==> config.mk <==
export PLATFORM = sky130hd
export DESIGN_NAME = alu_result_buf
export DESIGN_NICKNAME = d
export VERILOG_FILES = /design/src/rtl/alu_result_buf.sv
export SDC_FILE = /design/constraint.sdc
export NUM_CORES = 1
export LEC_CHECK = 0
export BUFFER_PORTS_ARGS = -buffer_cell sky130_fd_sc_hd__buf_2
export CAP_MARGIN = 20
export CORE_ASPECT_RATIO = 0.6
export CORE_UTILIZATION = 30
export DETAILED_ROUTE_END_ITERATION = 10
export PLACE_DENSITY = 0.62
export REMOVE_ABC_BUFFERS = 1
export SYNTH_ARGS = -nofsm -noshare
export SYNTH_HDL_FRONTEND = slang
export SYNTH_SLANG_ARGS = --single-unit
==> constraint.sdc <==
create_clock -name clk -period 6.7 [get_ports clk]
set_input_delay 0.335 -clock clk [delete_from_list [all_inputs] [get_ports clk]]
set_output_delay 0.335 -clock clk [all_outputs]
set_load 0.02 [all_outputs]
==> src/rtl/alu_result_buf.sv <==
// rtl/alu_result_buf.sv - ALU result FIFO with valid/ready handshake, sticky overflow and accepted count (optional parity: ALU_RESULT_BUF_PARITY_EN)
module alu_result_buf #(
    parameter int DEPTH = 2,
    parameter int TAGW  = 3,
    parameter int CNTW  = 8
) (
    input  logic            clk,
    input  logic            rst_n,
    input  logic            in_valid,
    output logic            in_ready,
    input  logic [15:0]     in_data,
    input  logic            in_ofl,
    input  logic            in_z,
    input  logic [TAGW-1:0] in_tag,
    output logic            out_valid,
    input  logic            out_ready,
    output logic [15:0]     out_data,
    output logic            out_ofl,
    output logic            out_z,
    output logic [TAGW-1:0] out_tag,
    input  logic            clr_sticky,
    output logic            ofl_sticky,
    output logic [CNTW-1:0] acc_cnt
`ifdef ALU_RESULT_BUF_PARITY_EN
    ,
    output logic            out_par
`endif
);

    localparam int AW = (DEPTH > 1) ? $clog2(DEPTH) : 1;
    localparam logic [AW:0] FULL = (AW + 1)'(DEPTH);

    logic [AW-1:0]   wr_ptr;
    logic [AW-1:0]   rd_ptr;
    logic [AW:0]     count;
    logic            push;
    logic            pop;

    logic [15:0]     mem_data [0:DEPTH-1];
    logic            mem_ofl  [0:DEPTH-1];
    logic            mem_z    [0:DEPTH-1];
    logic [TAGW-1:0] mem_tag  [0:DEPTH-1];
`ifdef ALU_RESULT_BUF_PARITY_EN
    logic            mem_par  [0:DEPTH-1];
`endif

    // Ready/valid come only from registered occupancy, so no out_ready -> in_ready path
    assign in_ready  = (count != FULL);
    assign out_valid = (count != '0);
    assign push      = in_valid && in_ready;
    assign pop       = out_valid && out_ready;

    // Head entry is presented directly; outputs are forced to zero while empty
    assign out_data = out_valid ? mem_data[rd_ptr] : '0;
    assign out_ofl  = out_valid ? mem_ofl[rd_ptr]  : 1'b0;
    assign out_z    = out_valid ? mem_z[rd_ptr]    : 1'b0;
    assign out_tag  = out_valid ? mem_tag[rd_ptr]  : '0;
`ifdef ALU_RESULT_BUF_PARITY_EN
    assign out_par  = out_valid ? mem_par[rd_ptr]  : 1'b0;
`endif

    // Pointer and occupancy bookkeeping; pointers wrap naturally since DEPTH is a power of two
    always_ff @(posedge clk) begin
        if (!rst_n) begin
            wr_ptr <= '0;
            rd_ptr <= '0;
            count  <= '0;
        end else begin
            if (push) wr_ptr <= wr_ptr + AW'(1);
            if (pop)  rd_ptr <= rd_ptr + AW'(1);
            case ({push, pop})
                2'b10:   count <= count + (AW + 1)'(1);
                2'b01:   count <= count - (AW + 1)'(1);
                default: count <= count;
            endcase
        end
    end

    // Entry storage needs no reset: contents are only visible through a valid head
    always_ff @(posedge clk) begin
        if (push) begin
            mem_data[wr_ptr] <= in_data;
            mem_ofl[wr_ptr]  <= in_ofl;
            mem_z[wr_ptr]    <= in_z;
            mem_tag[wr_ptr]  <= in_tag;
`ifdef ALU_RESULT_BUF_PARITY_EN
            mem_par[wr_ptr]  <= ^{in_data, in_ofl, in_z};
`endif
        end
    end

    // Sticky overflow: an overflowing push beats a same-cycle clear
    always_ff @(posedge clk) begin
        if (!rst_n) begin
            ofl_sticky <= 1'b0;
        end else if (push && in_ofl) begin
            ofl_sticky <= 1'b1;
        end else if (clr_sticky) begin
            ofl_sticky <= 1'b0;
        end
    end

    // Saturating count of accepted results
    always_ff @(posedge clk) begin
        if (!rst_n) begin
            acc_cnt <= '0;
        end else if (push && (acc_cnt != '1)) begin
            acc_cnt <= acc_cnt + CNTW'(1);
        end
    end

endmodule

==> results.sh, run 1 <==
export IMPL_num_fill_cells=729
export IMPL_fin_skew_ns=0.00732
export IMPL_cts_root_buffer="clkbuf_16"
export IMPL_nets=252
export IMPL_grt_pass1_vias=1322
export IMPL_outcome="completed"
export IMPL_drt_wl_total_mm=4.37
export IMPL_fmax_mhz=447
export IMPL_hold_depth=1
export IMPL_met1_usage_pct=16.5
export IMPL_die_w_um=115
export IMPL_crit_slowest_cell="nor2_2"
export IMPL_drive_above_1_share_pct=32.9
export IMPL_cts_sinks=56
export IMPL_syn_cell_area_sq_um=2300
export IMPL_grt_usage_pct=11.4
export IMPL_regToRegStartpoint="count[1]"
export IMPL_period_share_pct=33.4
export IMPL_first_pass_iters=4
export IMPL_core_area_sq_um=7330
export IMPL_end_kind="flop"
export IMPL_drcViolationCount=0
export IMPL_cts_buffers=5
export IMPL_clk_pin_slew_ns=0.06
export IMPL_setup_tns_final_ns=0
export IMPL_ys_flop_type="edfxtp_1"
export IMPL_rows=24
export IMPL_start_kind="flop"
export IMPL_hold_end="mem_data[0][6]"
export IMPL_via_count=1413
export IMPL_grt_max_degree=24
export IMPL_hold_buffers=0
export IMPL_postCtsSetupBuffers=0
export IMPL_r2r_cells=5
export IMPL_power_total_mw=1.10
export IMPL_p_switching_mw=0.384
export IMPL_required_ns=6.91
export IMPL_r2r_setup_slack_ns=4.46
export IMPL_crit_type="flop to flop"
export IMPL_ioPinCount=58
export IMPL_syn_to_final_growth_pct=23.8
export IMPL_top_usage_layer="met1"
export IMPL_power_density_nw_per_um2=387
export IMPL_grtUsageMet3_pct=4.55
export IMPL_p_int_mw=0.715
export IMPL_portBuffers=57
export IMPL_arrival_ns=2.44
export IMPL_synth_top_area_share_pct=54.9
export IMPL_tightest_slew_ns=1.02
export IMPL_grt_pass1_wl_mm=6.78
export IMPL_cts_tree="yes"
export IMPL_cp_cell_sequence="nor2_2 > nor2b_1 > ha_1 > or3_1 > a21oi_1"
export IMPL_hold_start="in_data[6]"
export IMPL_drt_initial_drc_count=117
export IMPL_finalHoldViolCount=0
export IMPL_cp_max_fo=23
export IMPL_power_frac_comb_pct=35.9
export IMPL_post_drt_wl_per_cell_um=13.3
export IMPL_min_period_ns=2.24
export IMPL_synth_seq_area_share_pct=67.1
export IMPL_hold_path_class="input pin to flop"
export IMPL_async_flop_share_pct=0
export IMPL_vdd_ir_drop_max_uv=118
export IMPL_htreeDepth=2
export IMPL_synth_cell_type_count=36
export IMPL_cap_viol_max_count=0
export IMPL_grt_ovfl_total=0
export IMPL_syn_area_per_cell_sq_um=14.0
export IMPL_via_per_inst=4.29
export IMPL_swShare_pct=35.0
export IMPL_clock_latency_ns=0.28
export IMPL_cts_resized=0
export IMPL_gp_congestion=0.795
export IMPL_ant_nets=0
export IMPL_setup_viol_count_final=0
export IMPL_antenna_found_initial=0
export IMPL_synth_common_cells="42 x edfxtp_1, 30 x nor2_1, 21 x mux2i_1"
export IMPL_register_area_sq_um=1540
export IMPL_max_slew_margin_pct=32.2
export IMPL_dp_hpwl_mm=3.08
export IMPL_initial_core_util_pct=31.3
export IMPL_netlist_instances=164
export IMPL_use_met2_pct=14.8
export IMPL_cts_path_max_buffers=2
export IMPL_slew_violations=0
export IMPL_ys_warnings_count=0
export IMPL_p_clk_share_pct=22.0
export IMPL_yosysMostFrequentCell="edfxtp_1"
export IMPL_seqPwrFrac_pct=42.1
export IMPL_p_leak_nw=1.10
export IMPL_die_y_um=69.8
export IMPL_synth_seq_cells=56
export IMPL_die_area_sq_um=8020
export IMPL_synthTopCellsByArea="edfxtp_1 55%, dfxtp_1 12%, mux2i_1 9.2%, nor2_1 4.9%, o311ai_4 1.1%"
export IMPL_r2r_end="count[1]"
export IMPL_synth_edff_count=42
export IMPL_rsz0062_at_grt="no"
export IMPL_diodes=0
export IMPL_critPathMaxStageDelay_ns=0.76
export IMPL_multi_input_area_sq_um=709
export IMPL_yosys_area_top_type="edfxtp_1"
-- through the flow --
step                setup WS (ns)  util (%)  hold WS (ns)  std cells  area, sq um
global placement             4.52      36.7         0.514        320         2690
global route                 4.27      38.8         0.228        329         2840
floorplan                    4.57         -         0.434        158         2260
detailed placement           4.42      36.7         0.521        320         2690
CTS                          4.42      38.6         0.232        328         2830
finish                       4.46      38.8         0.235        329         2840
-- power by group through the flow --
stage | clock network [mW] | logic [mW] | registers [mW]
after floorplan | 0 | 0.246 | 0.490
after global placement | 0 | 0.389 | 0.470
after detailed placement | 0 | 0.394 | 0.472
after CTS | 0.252 | 0.396 | 0.465
after global routing | 0.265 | 0.432 | 0.468
final | 0.242 | 0.394 | 0.463
-- worst max-delay path, delay by kind of cell (launching register included) --
family / cells / cell delay, ns
fa+ha+maj: 1 / 0.36
compound gates: 1 / 0.16
simple gates: 3 / 1.29
flops: 1 / 0.36
-- cell type report --
type | instances | area share [%]
clock inverter | 1 | 0.132
inverter | 4 | 0.616
tap | 104 | 4.58
sequential | 56 | 54.2
timing repair buffer | 59 | 10.8
multi-input combinational | 98 | 25.0
clock buffer | 7 | 4.67
-- cell families after synthesis --
family / count (synthesis) / synth area share (%)
compound gates: 16 / 5.72
buf+inv: 10 / 2.18
xor+xnor: 5 / 1.91
fa+ha+maj: 2 / 1.09
mux: 21 / 9.16
simple gates: 54 / 12.8
flops: 56 / 67.1
-- how the worst max path moves through the flow --
| stage | start | to | slack [ns] | depth (start not counted) |
|---|---|---|---|---|
| final | count[1] | count[1] | 4.46 | 5 |
| after global routing | count[1] | count[1] | 4.27 | 6 |
| after CTS | count[1] | count[1] | 4.42 | 5 |
| after detailed placement | count[1] | count[1] | 4.42 | 5 |
| after global placement | count[1] | count[1] | 4.52 | 5 |
| after floorplan | count[0] | mem_data[0][0] | 4.57 | 4 |
-- per-layer routing --
layer | vias up | share of wire, %
met1 | 643 | 51
met5 | - | 0
met3 | 5 | 9.0
li1 | 715 | -
met4 | 0 | 1.2
met2 | 50 | 39
-- state kept, by name, summed over array words and instances (netlist names), named ones only --
register    count
wr_ptr          1
acc_cnt         8
mem_data       32
count           2
mem_z           2
rd_ptr          1
ofl_sticky      1
mem_ofl         2
mem_tag         6
-- cell usage in the layout, fill, tap and decap left out, types with 2 or more instances in the layout --
cell,instances
mux2i_1,21
dfxtp_1,14
nand4_1,2
nand3_1,2
a21oi_1,5
ha_1,2
nand2_1,2
a31oi_1,2
nor2_1,28
o21ai_0,3
buf_2,57
xor2_1,3
nor2_2,2
a311oi_1,2
clkbuf_1,2
and3_1,3
xnor2_1,2
inv_1,2
and2_1,2
clkbuf_16,5
nor2b_1,4
edfxtp_1,42
clkinv_1,2
(Power assumes the default switching activity.)
==> inputs of run 2 (changes only) <==
==> constraint.sdc (replaced) <==
create_clock -name clk -period 2.3 [get_ports clk]
set_input_delay 0.115 -clock clk [delete_from_list [all_inputs] [get_ports clk]]
set_output_delay 0.115 -clock clk [all_outputs]
set_load 0.02 [all_outputs]
==> run 2 against run 1 <==
Final cell count is 0.61% higher. Critical path depth is 1 higher. Clock skew shrank 0.0034 ns. Non-clock buffer count increased by 2. Worst hold slack worse by 0.22 ns. First-iteration DRC count decreased by 38%. Routed wire length fell by 1.8%. Critical path type unchanged. Critical endpoint unchanged.
==> results.sh, run 2 (synthesized netlist as in run 1, its figures left out) <==
export IMPL_portBuffers=57
export IMPL_clk_pin_slew_ns=0.07
export IMPL_r2r_end="count[1]"
export IMPL_dp_hpwl_mm=2.99
export IMPL_reg_top3="mem_data (32), acc_cnt (8), mem_tag (6)"
export IMPL_setup_viol_count_final=0
export IMPL_placed_cells=323
export IMPL_grt_usage_pct=11.4
export IMPL_setup_tns_final_ns=0
export IMPL_drcViolationCount=0
export IMPL_hold_start="in_tag[0]"
export IMPL_via_per_inst=4.40
export IMPL_power_density_nw_per_um2=1130
export IMPL_drt_wl_total_mm=4.30
export IMPL_fin_cells=331
export IMPL_cp_max_fo=8
export IMPL_cap_viol_max_count=0
export IMPL_antenna_found_initial=0
export IMPL_mostFrequentLayoutCells="57 x buf_2, 42 x edfxtp_1, 28 x nor2_1"
export IMPL_initial_core_util_pct=31.3
export IMPL_max_slew_margin_pct=74.7
export IMPL_largest_register="mem_data"
export IMPL_r2r_setup_slack_ns=0.53
export IMPL_largest_register_ffs=32
export IMPL_die_y_um=69.8
export IMPL_r2r_cells=6
export IMPL_diodes=0
export IMPL_htreeDepth=2
export IMPL_drt_initial_drc_count=73
export IMPL_ioPinCount=58
export IMPL_tightest_slew_ns=0.379
export IMPL_start_kind="flop"
export IMPL_finalHoldViolCount=0
export IMPL_drive_above_1_share_pct=33.5
export IMPL_rsz0062_at_grt="no"
export IMPL_grt_ovfl_total=0
export IMPL_hold_buffers=0
export IMPL_required_ns=2.51
export IMPL_fmax_mhz=566
export IMPL_period_share_pct=76.9
export IMPL_cts_tree="yes"
export IMPL_die_area_sq_um=8020
export IMPL_cts_sinks=56
export IMPL_slew_violations=0
export IMPL_cts_buffers=5
export IMPL_rows=24
export IMPL_grtUsageMet3_pct=4.46
export IMPL_min_period_ns=1.77
export IMPL_ant_nets=0
export IMPL_end_kind="flop"
export IMPL_nets=254
export IMPL_arrival_ns=1.98
export IMPL_die_w_um=115
export IMPL_first_pass_iters=4
export IMPL_use_met2_pct=14.9
export IMPL_met1_usage_pct=16.5
export IMPL_hold_end="mem_tag[1][0]"
export IMPL_p_leak_nw=1.11
export IMPL_post_drt_wl_per_cell_um=13.0
export IMPL_layout_commonest_cell="buf_2"
export IMPL_syn_to_final_growth_pct=24.1
export IMPL_regToRegStartpoint="count[0]"
export IMPL_postCtsSetupBuffers=0
export IMPL_crit_type="flop to flop"
export IMPL_top_usage_layer="met1"
export IMPL_grt_max_degree=23
export IMPL_grt_pass1_wl_mm=6.78
export IMPL_outcome="completed"
export IMPL_core_area_sq_um=7330
export IMPL_grt_pass1_vias=1325
export IMPL_cts_path_max_buffers=2
export IMPL_cts_root_buffer="clkbuf_16"
export IMPL_vdd_ir_drop_max_uv=342
export IMPL_cts_resized=0
export IMPL_hold_path_class="input pin to flop"
export IMPL_hold_depth=1
export IMPL_clock_latency_ns=0.28
export IMPL_gp_congestion=0.760
export IMPL_fin_skew_ns=0.00394
export IMPL_via_count=1458
[run 2: cell types whose count changed in the layout (fill, tap and decap cells not counted)]
cell,change
buf_8,-1
buf_4,+3
[run 2: metrics by stage]
stage	power, mW	area (sq um)	util (%)	setup slack, ns	hold WS, ns
floorplan	2.14	2260	-	0.167	0.214
global placement	2.54	2710	37.0	0.591	0.305
detailed placement	2.55	2710	37.0	0.539	0.310
CTS	3.27	2850	38.9	0.523	0.0109
global route	3.42	2850	38.9	0.386	0.00661
finish	3.22	2850	38.9	0.532	0.0166
[run 2: how the worst max path moves through the flow]
stage                                 to  slack (ns)     start  cells after the start
final                           count[1]        0.53  count[0]                      6
after global routing            count[1]        0.39  count[0]                      6
after CTS                       count[1]        0.52  count[0]                      6
after detailed placement        count[1]        0.54  count[0]                      6
after global placement          count[1]        0.59  count[0]                      6
after floorplan           mem_data[0][0]        0.17  count[0]                      4
[run 2: area by class of cell]
class	instances	area, sq um
Fill cell	721	4480
Sequential cell	56	1540
Multi-Input combinational cell	98	709
Timing Repair Buffer	61	315
Clock buffer	7	133
Tap cell	104	130
Inverter	4	17.5
Clock inverter	1	3.75
[run 2: routing by layer]
layer	vias to the layer above	part of all wire, %
met5	-	0
met4	0	1.2
met3	5	7.6
met2	39	40
met1	689	51
li1	725	-
[run 2: worst max-delay path, stage by stage, from the launching register on]
cell	delay [ns]
dfxtp_1	0.41
nand2b_4	0.18
and2_4	0.21
inv_4	0.07
ha_1	0.33
or3_1	0.35
a21oi_1	0.15
[run 2: where the power goes]
group	switching, mW	leakage, nW	internal (mW)
sequential	0.0710	0.507	1.28
clock	0.314	0.0655	0.401
combinational	0.743	0.536	0.415
